**src/rtl/mac_frame_collector.sv**
```systemverilog
// rtl/mac_frame_collector.sv - sums fixed-length frames of MAC results into a buffered, saturating total
package p;
   localparam int SIZE_DATA_OUT = 16;
endpackage

module mac_frame_collector #(
   parameter int SIZE_DATA_OUT = p::SIZE_DATA_OUT,
   parameter int SIZE_SUM      = SIZE_DATA_OUT + 2,
   parameter int FRAME_LEN     = 8,
   parameter int FIFO_DEPTH    = 4
) (
   input  logic                            clk,
   input  logic                            reset,
   input  logic [SIZE_DATA_OUT-1:0]        data_in,
   input  logic                            in_valid,
   input  logic                            flush,
   output logic [SIZE_SUM-1:0]             out_data,
   output logic                            out_sat,
   output logic                            out_valid,
   input  logic                            out_ready,
   output logic [$clog2(FIFO_DEPTH):0]     fifo_level,
   output logic                            drop_flag
);

   localparam int CW = $clog2(FRAME_LEN);
   localparam int PW = $clog2(FIFO_DEPTH);
   localparam int LW = PW + 1;
   localparam int SW = SIZE_SUM + 1;
   localparam logic [CW-1:0] LAST = CW'(FRAME_LEN - 1);

   // frame accumulation state
   logic [SIZE_SUM-1:0] acc_q, acc_d;
   logic [CW-1:0]       cnt_q, cnt_d;
   logic                fsat_q, fsat_d;

   // output buffer state
   logic [SIZE_SUM-1:0] mem_data_q [FIFO_DEPTH];
   logic                mem_sat_q  [FIFO_DEPTH];
   logic [PW-1:0]       wr_ptr_q, rd_ptr_q;
   logic [LW-1:0]       level_q, level_d;
   logic                drop_q;

   logic [SW-1:0]       sum_wide;
   logic [SIZE_SUM-1:0] frame_total;
   logic                frame_sat;
   logic                close_frame;
   logic                pop;
   logic                push;

   // fold the current sample into the running total and decide whether the frame closes
   always_comb begin
      sum_wide    = {1'b0, acc_q} + SW'(data_in);
      frame_total = acc_q;
      frame_sat   = fsat_q;
      if (in_valid) begin
         if (sum_wide[SIZE_SUM]) begin
            frame_total = '1;
            frame_sat   = 1'b1;
         end else begin
            frame_total = sum_wide[SIZE_SUM-1:0];
         end
      end
      // a flush only closes a frame that actually holds at least one sample
      close_frame = (in_valid && (cnt_q == LAST)) ||
                    (flush && ((cnt_q != '0) || in_valid));
      acc_d  = frame_total;
      fsat_d = frame_sat;
      cnt_d  = in_valid ? cnt_q + CW'(1) : cnt_q;
      if (close_frame) begin
         acc_d  = '0;
         cnt_d  = '0;
         fsat_d = 1'b0;
      end
   end

   // a full buffer still accepts a push when the head leaves on the same edge
   always_comb begin
      pop     = (level_q != '0) && out_ready;
      push    = close_frame && ((level_q < LW'(FIFO_DEPTH)) || pop);
      level_d = level_q;
      case ({push, pop})
         2'b10:   level_d = level_q + LW'(1);
         2'b01:   level_d = level_q - LW'(1);
         default: level_d = level_q;
      endcase
   end

   // frame accumulator registers
   always_ff @(posedge clk) begin
      if (reset) begin
         acc_q  <= '0;
         cnt_q  <= '0;
         fsat_q <= 1'b0;
      end else begin
         acc_q  <= acc_d;
         cnt_q  <= cnt_d;
         fsat_q <= fsat_d;
      end
   end

   // output buffer, pointers, level and sticky drop indication
   always_ff @(posedge clk) begin
      if (reset) begin
         wr_ptr_q <= '0;
         rd_ptr_q <= '0;
         level_q  <= '0;
         drop_q   <= 1'b0;
         for (int i = 0; i < FIFO_DEPTH; i++) begin
            mem_data_q[i] <= '0;
            mem_sat_q[i]  <= 1'b0;
         end
      end else begin
         if (push) begin
            mem_data_q[wr_ptr_q] <= frame_total;
            mem_sat_q[wr_ptr_q]  <= frame_sat;
            wr_ptr_q             <= wr_ptr_q + PW'(1);
         end
         if (pop) begin
            rd_ptr_q <= rd_ptr_q + PW'(1);
         end
         level_q <= level_d;
         if (close_frame && !push) begin
            drop_q <= 1'b1;
         end
      end
   end

   assign out_data   = mem_data_q[rd_ptr_q];
   assign out_sat    = mem_sat_q[rd_ptr_q];
   assign out_valid  = (level_q != '0);
   assign fifo_level = level_q;
   assign drop_flag  = drop_q;

endmodule

```
**config.mk**
```make
export PLATFORM = sky130hd
export DESIGN_NAME = mac_frame_collector
export DESIGN_NICKNAME = d
export VERILOG_FILES = /design/src/rtl/mac_frame_collector.sv
export SDC_FILE = /design/constraint.sdc
export NUM_CORES = 1
export LEC_CHECK = 0
export ABC_AREA = 1
export BUFFER_PORTS_ARGS = -buffer_cell sky130_fd_sc_hd__buf_2
export CORE_MARGIN = 4
export CORE_UTILIZATION = 45
export CTS_CLUSTER_SIZE = 24
export DETAILED_ROUTE_END_ITERATION = 6
export HOLD_SLACK_MARGIN = 0.15
export PLACE_DENSITY_LB_ADDON = 0.08
export SLEW_MARGIN = 20
export SYNTH_ARGS = -nofsm -noshare
export SYNTH_HDL_FRONTEND = slang
export SYNTH_SLANG_ARGS = --single-unit
```
**constraint.sdc**
```tcl
create_clock -name clk -period 4.5 [get_ports clk]
set_clock_uncertainty 0.2 [all_clocks]
set_input_delay 1.125 -clock clk [delete_from_list [all_inputs] [get_ports clk]]
set_output_delay 1.125 -clock clk [all_outputs]
set_load 0.1 [all_outputs]
```
==> results of run 1 <==
[area by class of cell]
cell class                      instances  area [sq um]  area share, %
Clock buffer                           10           229           3.70
Clock inverter                          6          63.8           1.03
Inverter                               56           210           3.39
Multi-Input combinational cell        442          2260           36.5
Sequential cell                       108          2920           47.2
Tap cell                              147           184           2.97
Timing Repair Buffer                   56           323           5.21
[worst min-delay path, cell delays in order (launching register included)]
cell and delay (ps):
dfxtp_1 300, inv_1 50, a21oi_1 60
[cells in the mapped netlist]
| library cell | n | area share (%) |
|---|---|---|
| nand3_1 | 23 | 2.1 |
| nand3_2 | 1 | 0.18 |
| inv_1 | 56 | 3.8 |
| nand3b_1 | 1 | 0.14 |
| o21bai_1 | 1 | 0.14 |
| dfxtp_1 | 32 | 12 |
| fa_1 | 2 | 0.73 |
| nor3_1 | 14 | 1.3 |
| a21oi_2 | 1 | 0.16 |
| xor2_1 | 10 | 1.6 |
| o21a_1 | 1 | 0.14 |
| o22ai_1 | 19 | 2.2 |
| nand2_1 | 108 | 7.4 |
| o21ai_0 | 48 | 4.4 |
| nor4_1 | 1 | 0.11 |
| o21ai_1 | 3 | 0.27 |
| a21oi_1 | 25 | 2.3 |
| nor3_2 | 5 | 0.91 |
| ha_1 | 20 | 4.6 |
| nor2_4 | 1 | 0.20 |
| o22ai_2 | 9 | 2.0 |
| buf_2 | 4 | 0.36 |
| clkbuf_1 | 20 | 1.4 |
| buf_6 | 1 | 0.20 |
| or2_2 | 3 | 0.34 |
| buf_1 | 1 | 0.068 |
| edfxtp_1 | 76 | 42 |
| nor2_1 | 146 | 10 |
[power groups by stage]
stage	Combinational [mW]	Sequential, mW	Clock (mW)
after floorplan	1.22	1.27	0
after global placement	1.53	1.25	0
after detailed placement	1.54	1.25	0
after CTS	1.54	1.23	0.788
after global routing	1.63	1.24	0.832
final	1.53	1.23	0.778
[worst max path at each step]
stage,from,endpoint,slack [ps],depth (start not counted)
3_3_place_gp,data_in[9],mem_data_q[1][12],770,10
3_5_place_dp,data_in[9],mem_data_q[2][9],700,10
2_1_floorplan,fifo_level[0],mem_data_q[3][0],500,6
6_report,flip-flop,out_data[14],660,4
4_1_cts,flip-flop,out_data[14],620,4
5_1_grt,flip-flop,out_data[1],500,5
[routing by layer]
metal / GRT usage (%) / share of wire (%) / vias up
met5: 0 / 0 / -
met4: 5.43 / 0.94 / 0
met3: 2.63 / 4.9 / 11
met2: 33.6 / 47 / 103
met1: 28.2 / 47 / 2000
li1: - / - / 2193
[state kept, by name, summed over array words and instances (netlist names), named ones only]
signal,count
mem_data_q,72
acc_q,18
mem_sat_q,4
cnt_q,3
fifo_level,3
rd_ptr_q,2
wr_ptr_q,2
drop_flag,1
fsat_q,1
[kinds of logic after synthesis]
kind of cell,share of synthesized area [%]
AO/OA/AOI/OAI,11.6
XOR/XNOR,1.59
adder cells (fa/ha/maj),5.28
buffers and inverters,5.82
flip-flops,53.2
AND/OR/NAND/NOR,22.6
[metrics by stage]
stage | worst slack [ps] | util, %
finish | 662 | 51.6
floorplan | 501 | -
detailed placement | 699 | 49.1
CTS | 616 | 51.6
global placement | 775 | 49.1
global route | 500 | 51.6
==> results by group, run 1 <==
Die
  – Die H: 119 microns
  – Die ar.: 14,100 sq um
  – Die width: 119 microns
  – Area of the core: 12,000 sq um
  – Initial Util: 45.8%
  – Boundary Pins: 45
  – Rows: 40

Clocking
  – # H-tree levels: 3
  – # hold bufs at CTS: 0
  – CTS Root Cell: clkbuf_16
  – Later-pin clock latency in the skew report: 350 ps
  – Resize count post-CTS: 0
  – CTS buffer count: 9
  – Postcts setup bufs: 0
  – Clk slew on worst S/H paths: 80 ps
  – TritonCTS clock tree: yes
  – CTS sink count: 108
  – Bufs on Longest Clock Path: 2

Yosys
  – Count of different cell masters after synthesis: 28
  – Syn Area/Cell: 8.70 sq um
  – Ys Warns: 0
  – Register bit count reported by yosys: 108
  – Syn_nets: 675
  – Mapped cell area: 5500 sq um
  – Gate count after technology mapping: 632
  – Register area share after synthesis: 53.2%

Cells and area
  – Post-route insts no fill: 825
  – Commonest non-fill, non-tap cell in the layout: nor2_1
  – Design area: 6190 sq um
  – Fill count: 1,152
  – Area added between synthesis and finish: 12.6%
  – Nets@finish: 716
  – Layout cell share with drive strength beyond 1: 13.4%
  – Number of diodes: 0
  – Commonest non-fill, non-tap cells in the layout: nor2_1 (146), nand2_1 (108), edfxtp_1 (76)

Place
  – Placed cell count: 809
  – Post-detailed-placement cell area: 5900 sq um
  – Placer Congestion: 0.903
  – Number of port buffers: 44
  – HPWL Detailed: 9.74 mm

Timing
  – RSZ-0062 raised after global routing: no
  – Slew @ Worst Pin: 1080 ps
  – F_max: 261 MHz
  – Final Critical Period: 3840 ps
  – Period utilization: 85.3%
  – Final TNS setup: 0 ps
  – Slew Viols, Final: 0
  – Slew headroom: 27.6%
  – Final Hold Fails: 0
  – Final hold slack: 264 ps
  – Setup-failing EPs final: 0

Pwr
  – Seq pwr share: 34.7%
  – Power Total: 3.54 mW
  – Max rail drop VDD: 0.286 mV
  – Logic pwr share: 43.4%
  – Clock network power share: 22.0%
  – P_sw: 1.68 mW
  – Cell Pwr Density: 572 nW/um^2
  – Sw frac: 47.4%
  – Pint: 1.86 mW
  – Leakage: 2.74 nW

Setup path
  – Max FO, Critical Path: 32
  – Startpoint types: flip-flop
  – Worst r2r src: acc_q[8]
  – CP max stage delay: 1040 ps
  – CP Buf/Inv Count: 2
  – CP cell instances: buf_4, o21ai_0, o22ai_1, buf_2
  – Reg2reg path depth: 9
  – CP delay by family, top: flip-flops
  – Worst R2R End: mem_data_q[2][9]
  – R2r setup slk: 1600 ps
  – Crit Path Category: reg2out
  – Critical Path AT: 2510 ps
  – Critical Path RT: 3170 ps
  – Slowest-stage cell, CP: dfxtp_1
  – CP Capture Type: output pin

Global routing
  – GRT Total Usage: 20.3%
  – Global-route wire length before repair: 22.1 mm
  – Vias in the first global route: 4,101
  – Initial antenna violation count: 0
  – Largest net degree at the start of global routing: 33
  – Grt ovf: 0

Drt
  – Drt first pass iters: 5
  – DRC Markers: 0
  – WL/cell: 16.7 microns
  – DR vias: 4,307
  – Via-to-Cell Ratio: 5.22
  – Starting DRT DRC Count: 238
  – Final wirelength: 13.8 mm
  – DRT antenna net count: 0

Worst hold path
  – Hold path depth: 2
  – Hold Path Class: reg2reg
  – Hold Startpoint: rd_ptr_q[1]
  – Hold Path Sink: rd_ptr_q[1]

Outcome
  – Outcome: completed

Flow run
  – Number of max-cap violations: 0
Note: power is estimated with default switching activity, not from simulation.
==> run 2, diff against run 1 <==
- PLACE_DENSITY_LB_ADDON: 0.08 -> unset
==> run 2 against run 1 <==
  * Global-route usage shrank 1.2 points
  * Die area did not move
  * Sequential share of layout area down 0.19 points
  * Flip-flop and latch count is the same
  * Critical path depth unchanged
  * Largest power group unchanged
  * Core utilization rose by 0.21 points
  * Routed wire length fell by 5.3%
  * Largest cell class unchanged
  * Count of clock-buffer cells in the layout up 1
  * Worst hold slack gained 1.8 ps
  * Register-to-register slack better by 40 ps
  * Clock power rose by 2%
  * Power rose by 0.13%
==> results by group, run 2 (same netlist as run 1, synthesis figures left out) <==
Outcome
  – Outcome: completed

Flow run
  – Number of max-cap violations: 0 (unchanged)

Place
  – Post-detailed-placement cell area: 5910 sq um (+0.13%)
  – Worst slack, placed: 824 ps (+125 ps)
  – HPWL Detailed: 9.38 mm (-3.7%)
  – Placer Congestion: 0.881 (-2.5%)
  – Placed cell count: 810 (+0.12%)
  – Number of port buffers: 44 (unchanged)

Global routing
  – Vias in the first global route: 4,156 (+1.3%)
  – Global-route wire length before repair: 21.3 mm (-3.7%)
  – Initial antenna violation count: 0 (unchanged)
  – Grt ovf: 0 (unchanged)
  – Largest net degree at the start of global routing: 27 (-18%)
  – GRT Total Usage: 19.1% (-1.2 points)

Drt
  – Starting DRT DRC Count: 284 (+19%)
  – Via-to-Cell Ratio: 5.22 (about the same)
  – Final wirelength: 13.1 mm (-5.3%)
  – DR WL met2: 6.34 mm (-2.6%)
  – DR vias: 4,310 (+0.070%)
  – DRC Markers: 0 (unchanged)
  – Drt first pass iters: 5 (unchanged)
  – DRT antenna net count: 0 (unchanged)
  – Met3 routed wirelength: 577 microns (-14%)
  – Metal1 wirelength: 6.01 mm (-7.4%)
  – WL/cell: 15.8 microns (-5.4%)
  – Top Metal Used: met4

Pwr
  – Max rail drop VDD: 0.294 mV (+2.8%)
  – Cell Pwr Density: 570 nW/um^2 (-0.28%)
  – Leakage: 2.76 nW (+0.82%)

Die
  – Boundary Pins: 45 (unchanged)
  – Rows: 40 (unchanged)
  – Die H: 119 microns (unchanged)
  – Die width: 119 microns (unchanged)
  – Die ar.: 14,100 sq um (unchanged)
  – Area of the core: 12,000 sq um (unchanged)
  – Initial Util: 45.8% (unchanged)

Cells and area
  – Nets@finish: 717 (+0.14%)
  – Layout cell share with drive strength beyond 1: 13.8% (+0.42 points)
  – Largest register FFs: 72 (unchanged)
  – Commonest non-fill, non-tap cell in the layout: nor2_1
  – Design area: 6220 sq um (+0.40%)
  – Regs by FF count: mem_data_q (72), acc_q (18), mem_sat_q (4)
  – Commonest non-fill, non-tap cells in the layout: nor2_1 (146), nand2_1 (108), edfxtp_1 (76)
  – Number of diodes: 0 (unchanged)
  – Post-route insts no fill: 826 (+0.12%)
  – Area added between synthesis and finish: 13.1%
  – Top reg by flops: mem_data_q

Timing
  – Final hold slack: 266 ps (+1.76 ps)
  – F_max: 267 MHz (+2.6%)
  – RSZ-0062 raised after global routing: no
  – Final TNS setup: 0 ps (unchanged)
  – Final Critical Period: 3740 ps (-97.9 ps)
  – Period utilization: 83.1% (-2.2 points)
  – Setup-failing EPs final: 0 (unchanged)
  – Setup slack after layout: 759 ps (+97.9 ps)
  – Final Hold Fails: 0 (unchanged)
  – Slew @ Worst Pin: 870 ps (-213 ps)
  – Slew headroom: 41.9% (+14 points)
  – Slew Viols, Final: 0 (unchanged)

Clocking
  – Later-pin clock latency in the skew report: 340 ps (about the same)
  – CTS sink count: 108 (unchanged)
  – # H-tree levels: 3 (unchanged)
  – Postcts setup bufs: 0 (unchanged)
  – Resize count post-CTS: 0 (unchanged)
  – TritonCTS clock tree: yes
  – # hold bufs at CTS: 0 (unchanged)
  – Bufs on Longest Clock Path: 2 (unchanged)
  – Clk slew on worst S/H paths: 80 ps (about the same)
  – CTS Root Cell: clkbuf_16
  – CTS buffer count: 9 (unchanged)

Setup path
  – Startpoint types: flip-flop
  – Critical Path RT: 3170 ps (about the same)
  – Critical Path AT: 2420 ps (-90 ps)
  – Max FO, Critical Path: 26 (-19%)
  – Crit Path Category: reg2out
  – CP Capture Type: output pin

Worst hold path
  – Hold Path Class: reg2reg
-- run 2: worst max-delay path, stage by stage (launching register included) --
cell and delay, ps:
dfxtp_1 890, buf_4 330, o21ai_0 110, o22ai_1 250
buf_2 480
-- run 2: layout make-up --
type / count / area, sq um
multi-input cells: 442 / 2260
flip-flops and latches: 108 / 2920
fillers: 1137 / 5790
clock inverters: 5 / 35.0
repair buffers: 57 / 330
inverters: 56 / 210
well taps: 147 / 184
clock buffers: 11 / 275
-- run 2: per-stage QoR --
| step | utilization, % | total power [mW] |
|---|---|---|
| after global routing | 51.8 | 3.71 |
| after floorplan | - | 2.48 |
| final | 51.8 | 3.54 |
| after detailed placement | 49.2 | 2.78 |
| after CTS | 51.8 | 3.58 |
| after global placement | 49.2 | 2.77 |
-- run 2: report_power, final --
part	total [mW]	internal (mW)	switching, mW
Clock	0.797	0.447	0.350
Sequential	1.21	1.15	0.0665
Combinational	1.53	0.282	1.25
-- run 2: worst paths after layout --
| check | to | start | cells after the start | slack, ps |
|---|---|---|---|---|
| worst max-delay path | out_data[12] | flip-flop | 4 | 760 |
| worst min-delay path | rd_ptr_q[1] | rd_ptr_q[1] | 2 | 270 |
| worst max register to register | mem_data_q[2][5] | cnt_q[0] | 12 | 1640 |
| worst min register to register | rd_ptr_q[1] | rd_ptr_q[1] | 2 | 270 |
-- run 2: routing by layer --
metal,track usage (%),vias to the layer above
li1,-,2195
met1,25.9,2021
met2,32.5,86
met3,2.87,8
met4,3.84,0
met5,0,-
==> run 3, diff against run 2 <==
- clock period: 4.5 -> 3.7 ns (I/O delays scaled with it)
==> run 3 against run 2 <==
  * Non-clock buffer count grew 5
  * Global-route usage grew 0.22 points
  * Core utilization grew 0.30 points
  * Combinational power grew 25%
  * Count of clock-buffer cells in the layout grew 1
  * Final cell count grew 0.61%
  * Critical path type unchanged
==> results by group, run 3 (same netlist as run 1, synthesis figures left out) <==
Drt
  – Drt first pass iters: 4 (-1)
  – Final wirelength: 13.1 mm (+0.64%)
  – Starting DRT DRC Count: 304 (+7.0%)
  – WL/cell: 15.8 microns (about the same)
  – DRT antenna net count: 0 (unchanged)
  – Via-to-Cell Ratio: 5.20 (-0.30%)
  – DRC Markers: 0 (unchanged)
  – DR vias: 4,323 (+0.30%)

Pwr
  – Pint: 2.30 mW (+23%)
  – Sw frac: 46.9% (-0.21 points)
  – Cell Pwr Density: 694 nW/um^2 (+22%)
  – Logic pwr share: 44.0% (+0.8 points)
  – Max rail drop VDD: 0.323 mV (+9.7%)
  – Power Total: 4.34 mW (+22%)
  – Seq pwr share: 33.3% (-1.0 points)
  – P_sw: 2.03 mW (+22%)
  – Clock network power share: 22.6% (about the same)
  – Leakage: 2.79 nW (+0.93%)

Timing
  – Final Hold Fails: 0 (unchanged)
  – F_max: 312 MHz
  – Final TNS setup: 0 ps (unchanged)
  – Slew headroom: 51.9% (+10 points)
  – Slew @ Worst Pin: 721 ps (-149 ps)
  – Slew Viols, Final: 0 (unchanged)
  – Final Critical Period: 3200 ps
  – RSZ-0062 raised after global routing: no
  – Setup-failing EPs final: 0 (unchanged)
  – Period utilization: 86.6%
  – Setup slack after layout: 497 ps (-262 ps)

Setup path
  – Max FO, Critical Path: 11 (-58%)
  – Critical Path RT: 2570 ps (-600 ps)
  – CP max stage delay: 470 ps (-420 ps)
  – Slowest-stage cell, CP: buf_2
  – CP cell instances: inv_1, buf_4, o21ai_0, o22ai_1, buf_2
  – Critical Path AT: 2080 ps (-340 ps)
  – CP Capture Type: output pin
  – Crit Path Category: reg2out
  – R2r setup slk: 1020 ps (-620 ps)
  – CP Buf/Inv Count: 3 (+1)
  – CP delay by family, top: buffers and inverters
  – Startpoint types: flip-flop

Worst hold path
  – Hold Path Class: reg2reg

Global routing
  – Largest net degree at the start of global routing: 29 (+7.4%)
  – Met2 Use GR: 33.0% (+0.43 points)
  – Grt met1 use: 25.3% (-0.58 points)
  – GR Util met3: 3.35% (+0.48 points)
  – GRT Total Usage: 19.3% (+0.22 points)
  – Grt ovf: 0 (unchanged)
  – Global-route wire length before repair: 21.3 mm (+0.23%)
  – Vias in the first global route: 4,187 (+0.75%)
  – Initial antenna violation count: 0 (unchanged)
  – Grt peak-use layer: met2

Clocking
  – CTS Root Cell: clkbuf_16
  – CTS sink count: 108 (unchanged)
  – # H-tree levels: 3 (unchanged)
  – Postcts setup bufs: 0 (unchanged)
  – Later-pin clock latency in the skew report: 340 ps (about the same)
  – Resize count post-CTS: 0 (unchanged)
  – CTS buffer count: 9 (unchanged)
  – # hold bufs at CTS: 0 (unchanged)
  – TritonCTS clock tree: yes
  – Clk slew on worst S/H paths: 70 ps (about the same)
  – Bufs on Longest Clock Path: 2 (unchanged)

Die
  – Boundary Pins: 45 (unchanged)
  – Die H: 119 microns (unchanged)
  – Initial Util: 45.8% (unchanged)
  – Die ar.: 14,100 sq um (unchanged)
  – Rows: 40 (unchanged)
  – Area of the core: 12,000 sq um (unchanged)
  – Die width: 119 microns (unchanged)

Place
  – Placer Congestion: 0.877 (-0.41%)
  – Worst slack, placed: 348 ps (-476 ps)
  – HPWL Detailed: 9.17 mm (-2.3%)
  – Number of port buffers: 44 (unchanged)

Outcome
  – Outcome: completed

Cells and area
  – Commonest non-fill, non-tap cells in the layout: nor2_1 (146), nand2_1 (108), edfxtp_1 (76)
  – Largest register FFs: 72 (unchanged)
  – Layout cell share with drive strength beyond 1: 14.6% (+0.78 points)
  – Post-layout util: 52.1% (+0.30 points)
  – Regs by FF count: mem_data_q (72), acc_q (18), mem_sat_q (4)
  – Commonest non-fill, non-tap cell in the layout: nor2_1
  – Area added between synthesis and finish: 13.7%
  – Number of diodes: 0 (unchanged)
  – Top reg by flops: mem_data_q
  – Nets@finish: 722 (+0.70%)

Flow run
  – Number of max-cap violations: 0 (unchanged)
[run 3: changes by cell type in the layout (fill, tap and decap cells not counted), sizes merged]
cell	previous run	this run
clkinv	1	4
clkbuf	11	12
inv	60	56
buf	57	62
[run 3: routing by layer]
layer	part of all wire, %	vias up
met3	4.7	12
met2	49	95
met5	0	-
met1	45	2014
met4	1.2	0
li1	-	2202
[run 3: power groups by stage]
stage,combinational (mW),clock [mW],sequential [mW]
3_3_place_gp,1.91,0,1.47
6_report,1.91,0.982,1.45
3_5_place_dp,1.92,0,1.47
2_1_floorplan,1.48,0,1.54
4_1_cts,1.92,1.00,1.45
5_1_grt,2.03,1.05,1.46
[run 3: cell type report]
| cell class | instances | area, sq um |
|---|---|---|
| clock buffers | 12 | 289 |
| repair buffers | 62 | 355 |
| well taps | 147 | 184 |
| multi-input cells | 442 | 2260 |
| flip-flops and latches | 108 | 2920 |
| clock inverters | 4 | 27.5 |
| inverters | 56 | 210 |
| fillers | 1142 | 5760 |
[run 3: metrics by stage]
step	hold WS, ps	instances	instance area (sq um)
4_1_cts	272	831	6250
3_3_place_gp	244	815	5940
5_1_grt	299	831	6250
2_1_floorplan	237	632	5510
3_5_place_dp	253	815	5940
6_report	267	831	6250
[run 3: path summary, 6_finish.rpt]
kind | startpoint | to | cells past startpoint
setup / recovery | flip-flop | out_data[2] | 5
hold / removal | drop_flag | drop_flag | 1
setup reg to reg | acc_q[0] | mem_data_q[1][11] | 9
hold reg to reg | drop_flag | drop_flag | 1
